### config.mk
export PLATFORM = sky130hd
export DESIGN_NAME = pipelined_bypass_adder
export DESIGN_NICKNAME = d
export VERILOG_FILES = /design/src/rtl/pba_pkg.sv /design/src/rtl/pba_block.sv /design/src/rtl/pipelined_bypass_adder.sv
export SDC_FILE = /design/constraint.sdc
export NUM_CORES = 1
export LEC_CHECK = 0
export CAP_MARGIN = 5
export CORE_MARGIN = 4
export CORE_UTILIZATION = 50
export CTS_CLUSTER_SIZE = 20
export DETAILED_ROUTE_END_ITERATION = 8
export GPL_TIMING_DRIVEN = 1
export PLACE_DENSITY_LB_ADDON = 0.05
export SKIP_CTS_REPAIR_TIMING = 1
export SLEW_MARGIN = 20
export SYNTH_ARGS = -nofsm -noshare
export SYNTH_HDL_FRONTEND = slang
export SYNTH_SLANG_ARGS = --single-unit
export TNS_END_PERCENT = 5
### constraint.sdc
create_clock -name clk -period 12.7 [get_ports clk]
set_input_delay 2.54 -clock clk [delete_from_list [all_inputs] [get_ports clk]]
set_output_delay 2.54 -clock clk [all_outputs]
set_load 0.02 [all_outputs]
### src/rtl/pba_pkg.sv
// Shared defaults and op-mode type for the pipelined carry-bypass adder.
// Imported by pba_block and pipelined_bypass_adder.
package pba_pkg;

    localparam int PBA_WIDTH  = 32;
    localparam int PBA_BLK    = 4;
    localparam int PBA_STAGES = 2;

    typedef enum logic {
        OP_ADD = 1'b0,
        OP_SUB = 1'b1
    } op_e;

endpackage

### src/rtl/pba_block.sv
// One BLK-bit ripple adder slice with carry-bypass select.
// Ports: i_a/i_b operands, i_ci carry-in, o_s sum slice, o_co carry-out.
module pba_block
    import pba_pkg::*;
#(
    parameter int BLK = PBA_BLK
) (
    input  logic [BLK-1:0] i_a,
    input  logic [BLK-1:0] i_b,
    input  logic           i_ci,
    output logic [BLK-1:0] o_s,
    output logic           o_co
);

    logic [BLK-1:0] w_p;
    logic [BLK:0]   w_c;

    always_comb begin
        w_p    = i_a ^ i_b;
        w_c    = '0;
        w_c[0] = i_ci;
        for (int i = 0; i < BLK; i++) begin
            w_c[i+1] = (i_a[i] & i_b[i]) | (w_p[i] & w_c[i]);
        end
    end

    assign o_s = w_p ^ w_c[BLK-1:0];

    // All-propagate block: the carry-in skips the ripple chain.
    assign o_co = (&w_p) ? i_ci : w_c[BLK];

endmodule

### src/rtl/pipelined_bypass_adder.sv
// Pipelined carry-bypass adder/subtractor with valid/ready flow control.
// Ports: clk, rst_n, in_valid/in_ready, a, b, cin, sub, out_valid/out_ready,
// sum, cout, overflow. Optional PBA_SATURATE_EN clamps sum on overflow.
module pipelined_bypass_adder
    import pba_pkg::*;
#(
    parameter int WIDTH  = PBA_WIDTH,
    parameter int BLK    = PBA_BLK,
    parameter int STAGES = PBA_STAGES
) (
    input  logic             clk,
    input  logic             rst_n,
    input  logic             in_valid,
    output logic             in_ready,
    input  logic [WIDTH-1:0] a,
    input  logic [WIDTH-1:0] b,
    input  logic             cin,
    input  logic             sub,
    output logic             out_valid,
    input  logic             out_ready,
    output logic [WIDTH-1:0] sum,
    output logic             cout,
    output logic             overflow
);

    localparam int NB  = WIDTH / BLK;
    localparam int BPS = (NB + STAGES - 1) / STAGES;
    localparam int L   = STAGES - 1;

    if (WIDTH % BLK != 0) begin : g_chk_blk
        $error("WIDTH must be a multiple of BLK");
    end
    if (STAGES < 1 || STAGES > NB) begin : g_chk_stg
        $error("STAGES must be in 1..WIDTH/BLK");
    end

    function automatic logic [WIDTH-1:0] mk_mask(input int lo, input int n);
        logic [WIDTH-1:0] m;
        m = '0;
        for (int i = 0; i < WIDTH; i++) begin
            if (i >= lo && i < lo + n) m[i] = 1'b1;
        end
        return m;
    endfunction

    logic             r_vld [STAGES];
    op_e              r_op  [STAGES];
    logic [WIDTH-1:0] r_a   [STAGES];
    logic [WIDTH-1:0] r_b   [STAGES];
    logic [WIDTH-1:0] r_s   [STAGES];
    logic             r_c   [STAGES];

    logic             w_v_in  [STAGES];
    op_e              w_op_in [STAGES];
    logic [WIDTH-1:0] w_a_in  [STAGES];
    logic [WIDTH-1:0] w_b_in  [STAGES];
    logic [WIDTH-1:0] w_bx    [STAGES];
    logic [WIDTH-1:0] w_s_in  [STAGES];
    logic             w_c_in  [STAGES];
    logic [WIDTH-1:0] w_s_nx  [STAGES];
    logic             w_c_nx  [STAGES];
    logic [STAGES-1:0] w_adv;

    logic [WIDTH-1:0] w_bsum;
    logic [NB-1:0]    w_bci;
    logic [NB-1:0]    w_bco;

    // A stage moves when it is empty or everything downstream can move.
    always_comb begin
        w_adv = '0;
        for (int k = 0; k < STAGES; k++) begin
            w_adv[k] = out_ready;
            for (int m = k; m < STAGES; m++) begin
                if (!r_vld[m]) w_adv[k] = 1'b1;
            end
        end
    end

    assign in_ready = w_adv[0];

    for (genvar j = 0; j < NB; j++) begin : g_blk
        localparam int ST = j / BPS;
        if (j % BPS == 0) begin : g_first
            assign w_bci[j] = w_c_in[ST];
        end else begin : g_chain
            assign w_bci[j] = w_bco[j-1];
        end
        pba_block #(.BLK(BLK)) u_blk (
            .i_a  (w_a_in[ST][j*BLK +: BLK]),
            .i_b  (w_bx[ST][j*BLK +: BLK]),
            .i_ci (w_bci[j]),
            .o_s  (w_bsum[j*BLK +: BLK]),
            .o_co (w_bco[j])
        );
    end

    for (genvar s = 0; s < STAGES; s++) begin : g_stg
        localparam int LO = s * BPS;
        localparam int HI = ((s + 1) * BPS < NB) ? (s + 1) * BPS : NB;

        if (s == 0) begin : g_in
            assign w_v_in[s]  = in_valid;
            assign w_op_in[s] = sub ? OP_SUB : OP_ADD;
            assign w_a_in[s]  = a;
            assign w_b_in[s]  = b;
            assign w_s_in[s]  = '0;
            // Subtraction injects the +1 of two's complement.
            assign w_c_in[s]  = sub ? 1'b1 : cin;
        end else begin : g_fwd
            assign w_v_in[s]  = r_vld[s-1];
            assign w_op_in[s] = r_op[s-1];
            assign w_a_in[s]  = r_a[s-1];
            assign w_b_in[s]  = r_b[s-1];
            assign w_s_in[s]  = r_s[s-1];
            assign w_c_in[s]  = r_c[s-1];
        end

        assign w_bx[s] = (w_op_in[s] == OP_SUB) ? ~w_b_in[s] : w_b_in[s];

        if (HI > LO) begin : g_work
            localparam logic [WIDTH-1:0] MASK =
                mk_mask(LO * BLK, (HI - LO) * BLK);
            assign w_s_nx[s] = (w_s_in[s] & ~MASK) | (w_bsum & MASK);
            assign w_c_nx[s] = w_bco[HI-1];
        end else begin : g_pass
            assign w_s_nx[s] = w_s_in[s];
            assign w_c_nx[s] = w_c_in[s];
        end

        always_ff @(posedge clk or negedge rst_n) begin
            if (!rst_n) begin
                r_vld[s] <= 1'b0;
                r_op[s]  <= OP_ADD;
                r_a[s]   <= '0;
                r_b[s]   <= '0;
                r_s[s]   <= '0;
                r_c[s]   <= 1'b0;
            end else if (w_adv[s]) begin
                r_vld[s] <= w_v_in[s];
                r_op[s]  <= w_op_in[s];
                r_a[s]   <= w_a_in[s];
                r_b[s]   <= w_b_in[s];
                r_s[s]   <= w_s_nx[s];
                r_c[s]   <= w_c_nx[s];
            end
        end
    end

    logic w_bmsb;
    logic w_amsb;
    logic w_ovf;

    assign w_amsb = r_a[L][WIDTH-1];
    assign w_bmsb = (r_op[L] == OP_SUB) ? ~r_b[L][WIDTH-1] : r_b[L][WIDTH-1];
    assign w_ovf  = (w_amsb == w_bmsb) && (r_s[L][WIDTH-1] != w_amsb);

    assign out_valid = r_vld[L];
    assign cout      = r_c[L];
    assign overflow  = w_ovf;

`ifdef PBA_SATURATE_EN
    // Operand sign tells which rail was crossed.
    assign sum = !w_ovf ? r_s[L] :
                 w_amsb ? {1'b1, {(WIDTH-1){1'b0}}} :
                          {1'b0, {(WIDTH-1){1'b1}}};
`else
    assign sum = r_s[L];
`endif

endmodule

# Word-level counts from Yosys, hierarchy flattened
# Index checks and enable logic that the tools add are counted.
[word_totals] register_bits=182 input_bits=70 output_inout_bits=36 word_cells=155
[op_classes] eq_ne=2 mux=16 bitwise=116 n_reduce_logical=9
[op_table] operator="$and 1x1->1" count=64
[op_table] operator="$xor 4x4->4" count=16
[op_table] operator="$mux 32" count=1
[op_table] operator="$not 32->32" count=1
[op_table] operator="$or 1x1->1" count=32
[op_table] operator="$or 16x32->32" count=1
[op_table] operator="$reduce_and 4->1" count=8
[op_table] operator="$mux 16" count=1
[op_table] operator="$not 16->16" count=1
[op_table] operator="$mux 1" count=14
[op_table] operator="$eq 1x1->1" count=1
[op_table] operator="$logic_and 1x1->1" count=1
[op_table] operator="$ne 1x1->1" count=1
[op_table] operator="$not 1->1" count=1

# Logic depth before layout (Yosys ltp)
# Gate-level depths: netlist of run 1.
[depth] word_depth=39 depth_mapped=30 ltp_nobuf=28

# Cells and area by module
# A second synthesis of run 1 with hierarchy kept.
[hier_totals] cells_unflattened=412 area_unflattened_um2=5470.2
[by_module_without_submodules] mod="pipelined_bypass_adder" instances=1 cells_each=260 area_each_um2=4028.9 seq_area_each_um2=2202.1
[by_module_without_submodules] mod="pba_block" instances=8 cells_each=19 area_each_um2=180.2 seq_area_each_um2=0.0

# Worst setup path before layout of run 1
# No wires, ideal clock.
[synth_timing] path_type="input to register" from="input sub" to="register r_s[47] (netlist bit)" arrival_ns=10.586 required_ns=12.575 path_slack_ns=1.989 path_stages=28 path_cell_list="buf_4 > buf_4 > xor2_1 > inv_1 > fa_1 > fa_1 > fa_1 > fa_1 > mux2i_1 > inv_1 > fa_1 > fa_1 > fa_1 > fa_1 > nand2_1 > o21ai_0 > fa_1 > fa_1 > fa_1 > fa_1 > nand2_1 > o221ai_1 > fa_1 > fa_1 > fa_1 > inv_1 > fa_1 > mux2_4"
[synth_between] elab_chain_len=37 word_cells_on_any_way=59
[synth_rtl] item="start: declaration" line="pipelined_bypass_adder.sv:18" source="input logic sub,"
[synth_rtl] item="$mux 1" line="pipelined_bypass_adder.sv:103" source="assign w_op_in[s] = sub ? OP_SUB : OP_ADD;"
[synth_rtl] item="$mux 16" line="pipelined_bypass_adder.sv:118" source="assign w_bx[s] = (w_op_in[s] == OP_SUB) ? ~w_b_in[s] : w_b_in[s];"
[synth_rtl] item="$xor 4x4->4" line="pba_block.sv:19" source="w_p = i_a ^ i_b;"
[synth_rtl] item="$and 1x1->1" line="pba_block.sv:23" source="w_c[i+1] = (i_a[i] & i_b[i]) | (w_p[i] & w_c[i]);"
[synth_rtl] item="$or 1x1->1" line="pba_block.sv:23"
[synth_rtl] item="$and 1x1->1" line="pba_block.sv:23"
[synth_rtl] item="$or 1x1->1" line="pba_block.sv:23"
[synth_rtl] item="$and 1x1->1" line="pba_block.sv:23"
[synth_rtl] item="[22 not listed]"
[synth_rtl] item="$and 1x1->1" line="pba_block.sv:23"
[synth_rtl] item="$or 1x1->1" line="pba_block.sv:23"
[synth_rtl] item="$and 1x1->1" line="pba_block.sv:23"
[synth_rtl] item="$or 1x1->1" line="pba_block.sv:23"
[synth_rtl] item="$and 1x1->1" line="pba_block.sv:23"
[synth_rtl] item="$or 1x1->1" line="pba_block.sv:23"
[synth_rtl] item="$xor 4x4->4 (*)" line="pba_block.sv:27" source="assign o_s = w_p ^ w_c[BLK-1:0];"
[synth_rtl] item="net g_blk[3].u_blk.o_s[3]" line="pba_block.sv:11" source="output logic [BLK-1:0] o_s,"
[synth_rtl] item="end signal: indexed assignment" line="pipelined_bypass_adder.sv:143" source="r_s[s] <= w_s_nx[s];"
[synth_rtl] item="end: declaration" line="pipelined_bypass_adder.sv:50" source="logic [WIDTH-1:0] r_s [STAGES];"
# The timed path passes the listed nets; every way through them passes the cells marked *.
# A chain may end at the register's enable or synchronous reset.

# Worst setup path in the final report of run 1
# Same ends and word-level chain as after synthesis.

==> results of run 1 <==
-- through the flow --
step	util	setup slack, ns	area (sq um)	hold slack [ns]	std cells
2_1_floorplan	-	1.99	5280	0.440	507
3_3_place_gp	0.598	1.29	6170	0.450	700
3_5_place_dp	0.598	1.04	6170	0.455	700
4_1_cts	0.619	1.44	6390	0.476	716
5_1_grt	0.622	0.986	6420	0.504	717
6_report	0.622	1.49	6420	0.469	717
-- cells in the mapped netlist --
cell type  number  area [sq um]
inv_1          63           236
nand2_1        81           304
and3_1          2          12.5
xor2_1         33           289
buf_6           3          33.8
nand2b_1        5          31.3
a21oi_1        32           160
fa_1           32           641
a22oi_2         1          12.5
clkbuf_1        7          26.3
nor2_1         30           113
mux2_4         18           270
a211o_1         1          8.76
dfrtp_1        88          2200
nand4_1         7          43.8
o21ai_1         1          5.00
a31oi_1         1          6.26
mux2i_1         1          10.0
nand3b_1        1          7.51
buf_2           7          35.0
buf_4          36           270
or2_2           1          6.26
mux2_2          2          22.5
o31ai_1         1          7.51
o221ai_1        1          8.76
nor2b_2         1          8.76
nand2_4         1          11.3
and4_1          1          8.76
a41oi_1         1          8.76
o21ai_0        16          80.1
ha_1           32           400
-- critical path: stages --
cell and delay (ns):
clkdlybuf4s50_1 0.45, buf_4 0.28, xor2_1 0.26, inv_1 0.10, fa_1 0.42, fa_1 0.43, fa_1 0.42, fa_1 0.39
mux2i_1 0.26, inv_1 0.09, fa_1 0.40, fa_1 0.43, fa_1 0.42, fa_1 0.39, nand2_1 0.08, o21ai_0 0.11
fa_1 0.40, fa_1 0.42, fa_1 0.43, fa_1 0.40, nand2_1 0.08, o221ai_1 0.19, fa_1 0.47, fa_1 0.45
fa_1 0.40, inv_1 0.08, fa_1 0.41, mux2_4 0.26
-- logic make-up after synthesis --
family          Yosys count
mux                      21
flops                    88
xor+xnor                 33
compound gates           55
fa+ha+maj                64
simple gates            130
buf+inv                 116
-- where the power goes --
| part | switching (mW) | total [mW] | internal, mW | leakage [nW] |
|---|---|---|---|---|
| sequential | 0.0433 | 0.393 | 0.350 | 1.02 |
| clock | 0.105 | 0.216 | 0.111 | 0.110 |
| combinational | 0.194 | 0.375 | 0.182 | 2.01 |
| total | 0.342 | 0.985 | 0.643 | 3.14 |
-- registers in the layout, indices dropped and copies added, names as in the netlist --
signal	flops
sum	32
r_a	17
r_b	17
r_s	16
r_op	2
cout	1
out_valid	1
r_c	1
r_vld	1
-- worst paths after layout --
path	end	slack, ns	cells past startpoint
max	r_s[47]$_DFFE_PN0P_	1.49	28
min	sum[3]$_DFFE_PN0P_	0.47	2
max reg2reg	sum[31]$_DFFE_PN0P_	4.41	27
min reg2reg	sum[3]$_DFFE_PN0P_	0.47	2
max in group asynchronous	r_a[60]$_DFFE_PN0P_	9.48	2
min in group asynchronous	sum[18]$_DFFE_PN0P_	2.07	1
-- cell type report --
cell class	count	area, sq um	share of cell area
inverter	63	236	0.0368
multi-input combinational	303	2480	0.386
timing repair buffer	111	1110	0.173
sequential	88	2200	0.343
clock buffer	9	124	0.0193
tap	136	170	0.0265
clock inverter	7	95.1	0.0148
-- layer usage --
layer  GRT usage  wire length, um  up-vias
met5           0                0        -
met3      0.0415              544       12
met2       0.273             4680       86
met1       0.244             4870     1643
li1            -                -     1664
met4      0.0567              118        0
==> impl_metrics.toml, run 1 <==
[clocking]
clockBufferDepth = 2
cts_buffers = 9
clock-sinks = 88
cts_root_buf = "clkbuf_8"
clk_pin_slew_ns = 0.09
cts_tree = "yes"
clock_latency_ns = 0.36
h-tree-depth = 3

[worst_setup_path]
crit_path_start = "sub"
end_kind = "flip-flop"
worst-endpoint-required_ns = 12.95
worstSetupStartpointType = "input port"
cp_max_fo = 18
crit_arrival_ns = 11.46
crit_type = "in2reg"
r2r-start = "r_op[1]$_DFFE_PN0P_"

[pwr]
power.total_mw = 0.985
p_leak_nw = 3.14
p_per_area_nw_per_um2 = 153
vdd_ir_drop_max_mv = 0.0808

[cells_and_area]
antenna_cells = 0
area_growth_pct = 21.6
layout_commonest_cell = "clkdlybuf4s50_1"
layout-drive-gt1-share = 0.0826
layout_common_cells = "clkdlybuf4s50_1 (104), dfrtp_1 (88), nand2_1 (81)"
fillers = 891
fin_nets = 710

[placement]
gp_congestion = 0.773
dp_hpwl_um = 7390
port_buffers = 105

[yosys]
synth_area_sq_um = 5280
muxShareOfSynthArea = 0.0573
avgSynthCellArea_sq_um = 10.4
synthAdderAreaFrac = 0.197
ys_seq_area_frac = 0.417
synth-compound-area-share = 0.0564
synth-simple-area-share = 0.104
synth_top_family_by_area = "adder cells"
synthesis.nets = 641
synthCells = 507
synth-xor-area-share = 0.0547
yosysWarnings = 0
synthDistinctLibCells = 31
ys_ff_latch = 88

[route]
drtPass1Iterations = 4
drt_iter0_drc = 123
detail-route-antenna-nets = 0
routedWlPerCell_um = 14.2
route.detailed.drc = 0
num_vias = 3405
via_per_inst = 4.75
drt-total-wl_um = 10200

[run]
maxCapViolations = 0

[run_status]
status = "complete, no violations"

[hold_path]
min_from = "sum[3]$_DFFE_PN0P_"
hp-class = "reg2reg"

[floorplanning]
ioPinCount = 106
die_h_um = 111
start_util = 0.512
rows = 37
die-area_sq_um = 12300
coreArea_sq_um = 10300
die_width_um = 111

[global_routing]
grt_antenna_before_repair = 0
grt_pass1_wl_um = 17300
grt_overflow = 0
grt_max_degree = 67
gr-usage-all-layers = 0.175
grt_pass1_vias = 3585

[sta]
finalCritPeriodShare = 0.883
finClkSkew_ns = 0.0106
relSlewSlack = 0.448
rsz0062_at_grt = "no"
max_freq_mhz = 89.2
tightest_slew_ns = 0.828
tns_ns = 0
drv_slew = 0
setup_viol = 0
layout_min_cycle_time_ns = 11.21
final-hold-violation-count = 0
(Power assumes the default switching activity.)
==> run 2, diff against run 1 <==
--- a/config.mk
+++ b/config.mk
@@ -10,10 +10,11 @@
 export CORE_UTILIZATION = 50
 export CTS_CLUSTER_SIZE = 20
 export DETAILED_ROUTE_END_ITERATION = 8
+export DONT_BUFFER_PORTS = 1
 export GPL_TIMING_DRIVEN = 1
 export PLACE_DENSITY_LB_ADDON = 0.05
 export SKIP_CTS_REPAIR_TIMING = 1
-export SLEW_MARGIN = 20
+export SLEW_MARGIN = 25
 export SYNTH_ARGS = -nofsm -noshare
 export SYNTH_HDL_FRONTEND = slang
 export SYNTH_SLANG_ARGS = --single-unit
==> run 2 against run 1 <==
  * Die area unchanged
  * Non-clock buffer count shrank 108
  * First-iteration DRC count rose by 11%
  * Flip-flop and latch count unchanged
  * Critical path type unchanged
==> impl_metrics.toml, run 2 (synthesized netlist as in run 1, its figures left out) <==
[run_status]
status = "complete, no violations"

[clocking]
cts_root_buf = "clkbuf_8"
clock-sinks = 88
cts_buffers = 9
cts_tree = "yes"
clock_latency_ns = 0.35
clk_pin_slew_ns = 0.09
h-tree-depth = 3
clockBufferDepth = 2

[route]
num_vias = 3000
detail-route-antenna-nets = 0
drt-total-wl_um = 9800
drt_iter0_drc = 136
drtPass1Iterations = 4
via_per_inst = 4.93
routedWlPerCell_um = 16.1
route.detailed.drc = 0

[worst_setup_path]
end_kind = "flip-flop"
reg2reg_setup_slack_ns = 4.40
rr_worst_depth = 27
worst-endpoint-required_ns = 12.94
cp_max_fo = 18
worstSetupStartpointType = "input port"
rr_endpoint = "sum[31]$_DFFE_PN0P_"
crit_type = "in2reg"
r2r-start = "r_op[1]$_DFFE_PN0P_"
crit_arrival_ns = 10.60

[floorplanning]
start_util = 0.512
coreArea_sq_um = 10300
die-area_sq_um = 12300
rows = 37
ioPinCount = 106
die_h_um = 111
die_width_um = 111

[placement]
dp_hpwl_um = 6910
port_buffers = 0
placed_area_sq_um = 5110
gp_congestion = 0.761
dp_cells = 593

[global_routing]
use_met2 = 0.234
grt_pass1_vias = 3056
grt_antenna_before_repair = 1
use_met3 = 0.0524
grt_overflow = 0
grt_max_degree = 89
gr-usage-all-layers = 0.166
grt_pass1_wl_um = 16100
busiest_layer = "met1"
grt_util_met1 = 0.235

[hold_path]
hp-class = "reg2reg"
min_from = "r_s[39]$_DFFE_PN0P_"
min_path_cells = 2
hold_end = "sum[7]$_DFFE_PN0P_"

[sta]
tightest_slew_ns = 0.924
drv_slew = 0
finClkSkew_ns = 0.00568
whs_ns = 0.479
layout_min_cycle_time_ns = 10.35
tns_ns = 0
finalCritPeriodShare = 0.815
max_freq_mhz = 96.6
rsz0062_at_grt = "no"
relSlewSlack = 0.384
setup_viol = 0
final-hold-violation-count = 0

[cells_and_area]
antenna_cells = 0
fin_cells = 609
layout.area.seq_sq_um = 2200
multi_input_area_sq_um = 2480
area_growth_pct = 1.04
largest_register_ffs = 32
layout_commonest_cell = "dfrtp_1"
fillers = 961
layout-drive-gt1-share = 0.0930
stdcell_area_sq_um = 5340
layout_common_cells = "dfrtp_1 (88), nand2_1 (81), inv_1 (63)"
fin_nets = 602

[pwr]
vdd_ir_drop_max_mv = 0.0689
p_leak_nw = 2.71
p_per_area_nw_per_um2 = 163
power.total_mw = 0.872

[run]
maxCapViolations = 0
## run 2: through the flow
stage	setup slack, ns	utilization
CTS	2.28	0.516
global route	1.93	0.517
floorplan	1.99	-
global placement	2.07	0.495
finish	2.35	0.517
detailed placement	1.90	0.495
## run 2: power by group
part / switching, mW / leakage, nW / total [mW] / internal [mW]
registers: 0.103 / 1.02 / 0.453 / 0.350
clock network: 0.101 / 0.112 / 0.217 / 0.115
logic: 0.111 / 1.58 / 0.202 / 0.0912
total: 0.316 / 2.71 / 0.872 / 0.556
## run 2: critical path, cell delays in order
cell and delay (ns):
xor2_1 0.20, inv_1 0.09, fa_1 0.43, fa_1 0.43, fa_1 0.43, fa_1 0.40
mux2i_1 0.27, inv_1 0.09, fa_1 0.39, fa_1 0.42, fa_1 0.42, fa_1 0.39
nand2_1 0.08, o21ai_0 0.10, fa_1 0.40, fa_1 0.42, fa_1 0.42, fa_1 0.41
nand2_1 0.07, o221ai_1 0.18, fa_1 0.46, fa_1 0.43, fa_1 0.39, inv_1 0.07
fa_1 0.40, mux2_4 0.26
## run 2: final cells by class
type | count | area share
well taps | 136 | 0.0319
clock inverters | 6 | 0.0155
clock buffers | 10 | 0.0258
multi-input cells | 303 | 0.466
flip-flops and latches | 88 | 0.413
inverters | 63 | 0.0443
repair buffers | 3 | 0.00422
## run 2: worst max path at each step
stage | start | to | slack (ns) | cells past startpoint
global placement | sub | r_s[47]$_DFFE_PN0P_ | 2.07 | 26
CTS | sub | r_s[47]$_DFFE_PN0P_ | 2.28 | 26
finish | sub | r_s[47]$_DFFE_PN0P_ | 2.35 | 26
floorplan | sub | r_s[47]$_DFFE_PN0P_ | 1.99 | 28
global route | sub | r_s[47]$_DFFE_PN0P_ | 1.93 | 26
detailed placement | sub | r_s[47]$_DFFE_PN0P_ | 1.90 | 26
## run 2: per-layer routing
metal / vias to the layer above / part of all wire
met5: - / 0.0013
met4: 2 / 0.022
met3: 21 / 0.069
met2: 85 / 0.44
met1: 1439 / 0.47
li1: 1453 / -
